[config.mk]
export PLATFORM = sky130hd
export DESIGN_NAME = stack_sequencer
export DESIGN_NICKNAME = d
export VERILOG_FILES = /design/src/rtl/stack_sequencer.sv
export SDC_FILE = /design/constraint.sdc
export NUM_CORES = 1
export LEC_CHECK = 0
export ABC_AREA = 1
export BUFFER_PORTS_ARGS = -buffer_cell sky130_fd_sc_hd__buf_2
export CAP_MARGIN = 20
export CORE_UTILIZATION = 50
export DETAILED_ROUTE_END_ITERATION = 10
export PLACE_DENSITY = 0.82
export SYNTH_ARGS = -nofsm -noshare
export SYNTH_HDL_FRONTEND = slang
export SYNTH_SLANG_ARGS = --single-unit
[constraint.sdc]
create_clock -name clk -period 2.2 [get_ports clk]
set_input_delay 0.33 -clock clk [delete_from_list [all_inputs] [get_ports clk]]
set_output_delay 0.33 -clock clk [all_outputs]
set_load 0.005 [all_outputs]
[src/rtl/stack_sequencer.sv]
// stack_sequencer: multi-cycle controller for PUSH, POP, CALL and RET.
// Owns the stack pointer. Performs exactly one data-memory access per operation
// over a req/ack handshake. Returns either a popped register value or a new PC.
// The stack is full-descending: sp addresses the last pushed word, and sp == SP_TOP
// means the stack is empty.
// Optional feature macro: STACK_BOUNDS_CHECK_EN enables overflow/underflow
// detection through a one-cycle FAULT state. When it is undefined, sp simply
// wraps modulo 2^16 and fault is tied to 0.
module stack_sequencer #(
   parameter logic [15:0] SP_TOP      = 16'hFF00,
   parameter int          STACK_DEPTH = 256
) (
   input  logic        clk,
   input  logic        rst,
   input  logic        start,
   input  logic [1:0]  op,
   input  logic [15:0] reg_data,
   input  logic [15:0] pc_in,
   input  logic [15:0] target,
   output logic        mem_req,
   output logic        mem_we,
   output logic [15:0] mem_addr,
   output logic [15:0] mem_wdata,
   input  logic [15:0] mem_rdata,
   input  logic        mem_ack,
   output logic        busy,
   output logic        done,
   output logic        fault,
   output logic [15:0] result,
   output logic        reg_we,
   output logic        pc_load,
   output logic [15:0] pc_out,
   output logic [15:0] sp,
   output logic [2:0]  state_dbg
);

   localparam logic [1:0] OP_PUSH = 2'b00;
   localparam logic [1:0] OP_POP  = 2'b01;
   localparam logic [1:0] OP_CALL = 2'b10;
   localparam logic [1:0] OP_RET  = 2'b11;

`ifdef STACK_BOUNDS_CHECK_EN
   // sp value at which no further word may be pushed
   localparam logic [15:0] SP_FULL = SP_TOP - 16'(STACK_DEPTH);
`endif

   typedef enum logic [2:0] {
      S_IDLE  = 3'd0,
      S_WRITE = 3'd1,
      S_READ  = 3'd2,
`ifdef STACK_BOUNDS_CHECK_EN
      S_FIN   = 3'd3,
      S_FAULT = 3'd4
`else
      S_FIN   = 3'd3
`endif
   } state_t;

   state_t      state_q, state_d;
   logic [1:0]  op_q;
   logic [15:0] wdata_q;
   logic [15:0] target_q;
   logic [15:0] rdata_q;
   logic        op_is_write;

   // PUSH (00) and CALL (10) write memory; POP (01) and RET (11) read it
   assign op_is_write = ~op[0];
   assign state_dbg   = state_q;

   // State register
   always_ff @(posedge clk or posedge rst) begin
      if (rst) state_q <= S_IDLE;
      else     state_q <= state_d;
   end

   // Next-state logic. start is only looked at in IDLE; WRITE/READ wait for mem_ack
   always_comb begin
      state_d = state_q;
      case (state_q)
         S_IDLE: begin
            if (start) begin
`ifdef STACK_BOUNDS_CHECK_EN
               if (op_is_write && (sp == SP_FULL))
                  state_d = S_FAULT;
               else if (!op_is_write && (sp == SP_TOP))
                  state_d = S_FAULT;
               else
                  state_d = op_is_write ? S_WRITE : S_READ;
`else
               state_d = op_is_write ? S_WRITE : S_READ;
`endif
            end
         end
         S_WRITE: if (mem_ack) state_d = S_FIN;
         S_READ:  if (mem_ack) state_d = S_FIN;
         S_FIN:   state_d = S_IDLE;
`ifdef STACK_BOUNDS_CHECK_EN
         S_FAULT: state_d = S_IDLE;
`endif
         default: state_d = S_IDLE;
      endcase
   end

   // Operand latches, read-data capture and stack pointer update
   always_ff @(posedge clk or posedge rst) begin
      if (rst) begin
         op_q     <= OP_PUSH;
         wdata_q  <= 16'h0000;
         target_q <= 16'h0000;
         rdata_q  <= 16'h0000;
         sp       <= SP_TOP;
      end else begin
         if (state_q == S_IDLE && start) begin
            op_q     <= op;
            wdata_q  <= (op == OP_CALL) ? pc_in : reg_data;
            target_q <= target;
         end
         if (state_q == S_WRITE && mem_ack)
            sp <= sp - 16'd1;
         if (state_q == S_READ && mem_ack) begin
            rdata_q <= mem_rdata;
            sp      <= sp + 16'd1;
         end
      end
   end

   // Handshake: mem_req is held with stable mem_we/mem_addr/mem_wdata until the
   // cycle in which mem_ack is high. That cycle completes the transfer, and
   // mem_rdata is taken only in that cycle. mem_ack outside WRITE/READ is ignored.
   // Moore outputs decoded from the state; everything is 0 in IDLE.
   always_comb begin
      mem_req   = 1'b0;
      mem_we    = 1'b0;
      mem_addr  = 16'h0000;
      mem_wdata = 16'h0000;
      done      = 1'b0;
      fault     = 1'b0;
      result    = 16'h0000;
      reg_we    = 1'b0;
      pc_load   = 1'b0;
      pc_out    = 16'h0000;
      busy      = (state_q != S_IDLE);
      case (state_q)
         S_WRITE: begin
            mem_req   = 1'b1;
            mem_we    = 1'b1;
            mem_addr  = sp - 16'd1;
            mem_wdata = wdata_q;
         end
         S_READ: begin
            mem_req  = 1'b1;
            mem_addr = sp;
         end
         S_FIN: begin
            done = 1'b1;
            case (op_q)
               OP_POP: begin
                  reg_we = 1'b1;
                  result = rdata_q;
               end
               OP_CALL: begin
                  pc_load = 1'b1;
                  pc_out  = target_q;
               end
               OP_RET: begin
                  pc_load = 1'b1;
                  pc_out  = rdata_q;
               end
               default: ;
            endcase
         end
`ifdef STACK_BOUNDS_CHECK_EN
         S_FAULT: begin
            done  = 1'b1;
            fault = 1'b1;
         end
`endif
         default: ;
      endcase
   end

endmodule

# --- Yosys cells after proc, flatten, opt, wreduce, memory -nomap -nowiden ---
# Cells that the tools add are included.
totals:
  regBits: 69
  word_cells: 46
classes:
  eq_ne: 9
  n_addsub: 2
  n_mux: 20
  reduce_logical: 9
ops:
  columns: ["op", "count"]
  rows:
  - ["$mux W16", 7]
  - ["$pmux W16 S2", 2]
  - ["$add A16 B1 Y16 const B", 1]
  - ["$sub A16 B1 Y16 const B", 1]
  - ["$mux W1", 7]
  - ["$eq A2 B2 Y1 const B", 3]
  - ["$eq A3 B2 Y1 const B", 2]
  - ["$mux W3", 2]
  - ["$pmux W3 S2", 1]
  - ["$reduce_or A2 Y1", 2]
  - ["$eq A3 B1 Y1 const B", 1]
  - ["$logic_and A1 B1 Y1", 3]
  - ["$logic_not A3 Y1", 1]
  - ["$reduce_bool A3 Y1", 1]
  - ["$eq A2 B1 Y1 const B", 1]
  - ["$mux W2", 1]
  - ["$ne A2 B1 Y1 const B", 1]
  - ["$ne A2 B2 Y1 const B", 1]
  - ["$reduce_and A2 Y1", 1]
  - ["$reduce_bool A2 Y1", 1]

# --- Depth between registers and ports, before layout ---
depth:
  word_depth: 4
  depth_mapped: 10

# --- Worst setup path after synthesis ---
# OpenSTA, ideal clock, no wires.
synth_path:
  path_type: "reg-to-output"
  from: "register sp[0]"
  to: "output port mem_addr[8]"
  t_arrival_ns: 1.404
  required_time_ns: 1.870
  stages_incl_launch_ff: 8
  path_buffers: 0
  slack_ns: 0.466
  cell_sequence: "dfrtp_1 > inv_1 > ha_1 > nand3_2 > nor2_1 > xor2_1 > nand2_1 > a21oi_1"
synth_via:
  elab_chain_cells: 2
synth_rtl:
  columns: ["element", "line", "text"]
  rows:
  - ["from (decl)", "33", "output logic [15:0] sp,"]
  - ["from (signal assigned)", "119", "sp <= sp - 16'd1;"]
  - ["from (signal assigned)", "122", "sp <= sp + 16'd1;"]
  - ["$sub A16 B1 Y16", "147", "mem_addr = sp - 16'd1;"]
  - ["$pmux W16 S2", "143", "case (state_q)"]
  - ["to (decl)", "22", "output logic [15:0] mem_addr,"]
# No other way between the ends.

# --- Final worst setup path ---
# Same ends and word-level chain as after synthesis.

==> impl.org <==
** Worst setup path
- WP data required :: between 1500 and 2000 ps
- By startpoint and endpoint, the worst setup path is classified as flip-flop to primary output.
- The worst setup path is launched from a flip-flop.
- Top fanout value on the critical path :: 6
- RR Startpoint :: state_dbg[0]
- Buf/Inv on CP :: 2
- Arrival time at the worst endpoint :: 1880 ps
- The kind of cell with the highest combined delay along the critical path is flip-flops.
- CP Cell Sequence :: inv_4 > ha_4 > nand3_4 > nor2_2 > xor2_1 > nand2_1 > a21oi_1 > buf_2
- STA classifies the critical path endpoint as a primary output.
- On the worst path, the slowest cell contributes a delay of roughly 460 ps.
- The largest individual stage delay along the critical path comes from the cell dfrtp_2.
- The most critical setup path has its startpoint at sp[0].

** STA
- Setup violations remaining at the end of the flow were counted as 2.
- Number of slew-limit violations in the final report :: 0
- In the finished design, the share of the clock period the worst path needs comes to 100%.
- Smallest setup slack after layout :: -10.9 ps
- Worst max-slew margin expressed relative to the limit :: a little under two thirds
- Achievable frequency :: around 0.45 GHz
- Worst clock skew :: a little under 6 ps
- The worst path in the final design needs a cycle of about 2200 ps, including I/O delays and setup.
- Post-Route Setup TNS :: -11.5 ps
- RSZ-0062 raised after global routing :: true
- At the pin with the least slew margin, the transition time is about 540 ps.
- The number of endpoints with negative hold slack in the final report came to 0.

** Routing
- Avg Vias per Cell :: approximately 5.3
- After the first detailed-routing iteration, the DRC count stood at around 380.
- In the routed design, unresolved DRC markers number 0.
- Detailed-route via count :: just under 5000
- For this block, the routed nets add up to between 10000 and 15000 µm of wire.
- The detail route stage leaves a number of antenna-violating nets equal to 0.
- The pre-antenna-repair detailed-routing pass consisted of 5 iterations.
- After detailed routing, the average wire length per cell comes to around 14 µm.

** Floorplanning
- Die area :: just over 0.009 mm²
- The die is roughly 96 µm wide.
- From bottom edge to top edge, the die measures ~96 µm.
- Floorplan Core Area :: 0.00838 mm²
- For this configuration, the core starts out at a cell density of ~53%.
- Boundary pin count :: between 150 and 200
- In this run the core area contains 33 standard-cell rows.

** Power
- In this run the power density over the cells is about 1300 mW/mm².
- Across the VDD grid, the largest voltage drop is around 630 µV.
- Reported leakage power :: slightly above 3 nW

** Clocking
- TritonCTS built the clock tree.
- Number of clock sinks seen by CTS :: a little under 70
- In this run the clock root is driven by a clkbuf_8.
- Clock insertion delay at the later pin of the skew report :: approximately 340 ps
- Number of CTS-inserted buffers :: 9
- Number of levels the H-tree was split into :: 3
- Maximum count of clock buffers along a single path :: 2
- After clock tree synthesis, the clock-pin slew on the worst setup and hold paths is about 70 ps.
- Number of buffers inserted by hold repair at cts :: 0

** Yosys
- After synthesis, the share of flip-flops with an asynchronous set or reset is between 90% and 100%.
- Area share of the largest cell type after synthesis :: about a third
- Portion of the post-synthesis area used by sequential elements :: between 30% and 40%
- Among all cell types in the netlist, the one instantiated most often is nand2_1.
- Summing every instance area after synthesis gives about 0.0044 mm².
- Count of flip-flops with a built-in enable after synthesis :: 0
- Yosys printed 0 warnings.
- Post-synth top cells :: nand2_1, nor2_1, inv_1
- Synth area leader :: dfrtp_1
- Sorting the synthesized cells by area gives the leading types as dfrtp_1, nand2_1, o21ai_0.
- Average instance area after synthesis :: around 6.6 µm²
- Synthesis handed over a netlist of ~670 instances.
- The netlist uses 31 different library cells.
- In this run, synthesis produced a sequential element count of 68.
- For this run, the leading register cell type out of synthesis is dfrtp_1.

** Global route
- Global routing finished with a remaining overflow of 0.
- The first global-routing pass estimated about 20000 µm of wire.
- The via count of the first global-routing pass came to between 4000 and 5000.
- Pin count of the biggest net entering global routing :: 35
- Across every metal layer, demand over resource in global routing totals roughly 28%.
- Antenna violations before repair :: 0

** Finish
- Fraction of layout cells with a size suffix above 1 :: between 30% and 40%
- After the last flow step, the layout net total stands at 904.
- Area added between synthesis and finish :: 30.0%
- Final Util :: roughly 68%
- The repair_antennas step left the layout with diodes totalling 0.

** Place
- During placement, the flow inserted port buffers numbering 157.
- The congestion estimate from routability-driven global placement came to 0.969.
- Post-DP HPWL :: 9460 µm

** Flow run
- The tool flagged a number of max-cap violations equal to 0.

** Outcome
- Result of the run :: finished, violations left
- The checks that failed: negative setup slack.

** Min path
- Worst hold-check path type :: primary input to asynchronous set/reset pin
[metrics by stage]
| stage | std cells | setup slack [ps] | instance area [µm²] | total power, mW | hold WS (ps) |
|---|---|---|---|---|---|
| floorplan | 666 | 172 | 4410 | 4.47 | 440 |
| global placement | 901 | 262 | 5230 | 5.48 | 406 |
| detailed placement | 901 | 192 | 5230 | 5.59 | 414 |
| CTS | 919 | 7.48 | 5510 | 6.94 | 43.4 |
| global route | 937 | -194 | 5730 | 7.88 | 68.0 |
| finish | 937 | -10.9 | 5730 | 7.34 | 25.8 |
[kinds of logic after synthesis]
group	synth area share, %
AO/OA/AOI/OAI	13.5
XOR/XNOR	1.59
adder cells (fa/ha/maj)	1.70
buffers and inverters	11.4
flip-flops	38.9
other	0.0851
AND/OR/NAND/NOR	32.9
[layer usage]
layer / wire length (µm) / track usage, % / up-vias
li1: - / - / 2404
met1: 5620 / 38.1 / 2261
met2: 6400 / 46.8 / 240
met3: 985 / 3.63 / 35
met4: 316 / 10.8 / 0
met5: 0 / 0 / -
[where the power goes]
part           internal [mW]  total (mW)  switching (mW)
clock network          0.634        1.14           0.502
registers               1.85        2.37           0.516
logic                   1.54        3.83            2.29
[layout make-up]
type	instances	area, µm²
Fill cell	736	2660
Multi-Input combinational cell	480	2290
Sequential cell	68	1720
Timing Repair Buffer	192	1070
Inverter	77	299
Tap cell	105	131
Clock buffer	9	124
Clock inverter	6	88.8
[cells in the final DEF (no fill, tap or decap), drive strengths merged]
cell      count
nand2       213
buf         192
nor2         81
inv          76
o21ai        68
dfrtp        60
nand3        52
a21oi        36
clkbuf        9
dfstp         8
o22ai         7
xor2          7
ha            6
clkinvlp      4
nand4         3
o211ai        2
conb          2
bufinv        2
xnor2         1
o221ai        1
nor3          1
clkinv        1
[timing repair]
action	in CTS	in global routing
setup buffers	3	18
resized for setup	11	26
hold endpoints to repair	0	0
pin swaps	0	9
setup endpoints to repair	14	35
[final timing paths]
path	slack, ps	depth (start not counted)	to
max in group asynchronous	1600	3	target_q[1]
setup reg to reg	310	6	rdata_q[14]
setup / recovery	-10	8	mem_addr[8]
hold reg to reg	490	2	target_q[13]
hold / removal	30	2	sp[1]
min in group clk	180	3	target_q[13]
[flip-flops by register name (all words and copies together), names as in the netlist]
| register | flops |
|---|---|
| state_dbg | 2 |
| wdata_q | 16 |
| target_q | 16 |
| rdata_q | 16 |
| op_q | 2 |
| sp | 16 |
Power figures use the tool's default switching activity.
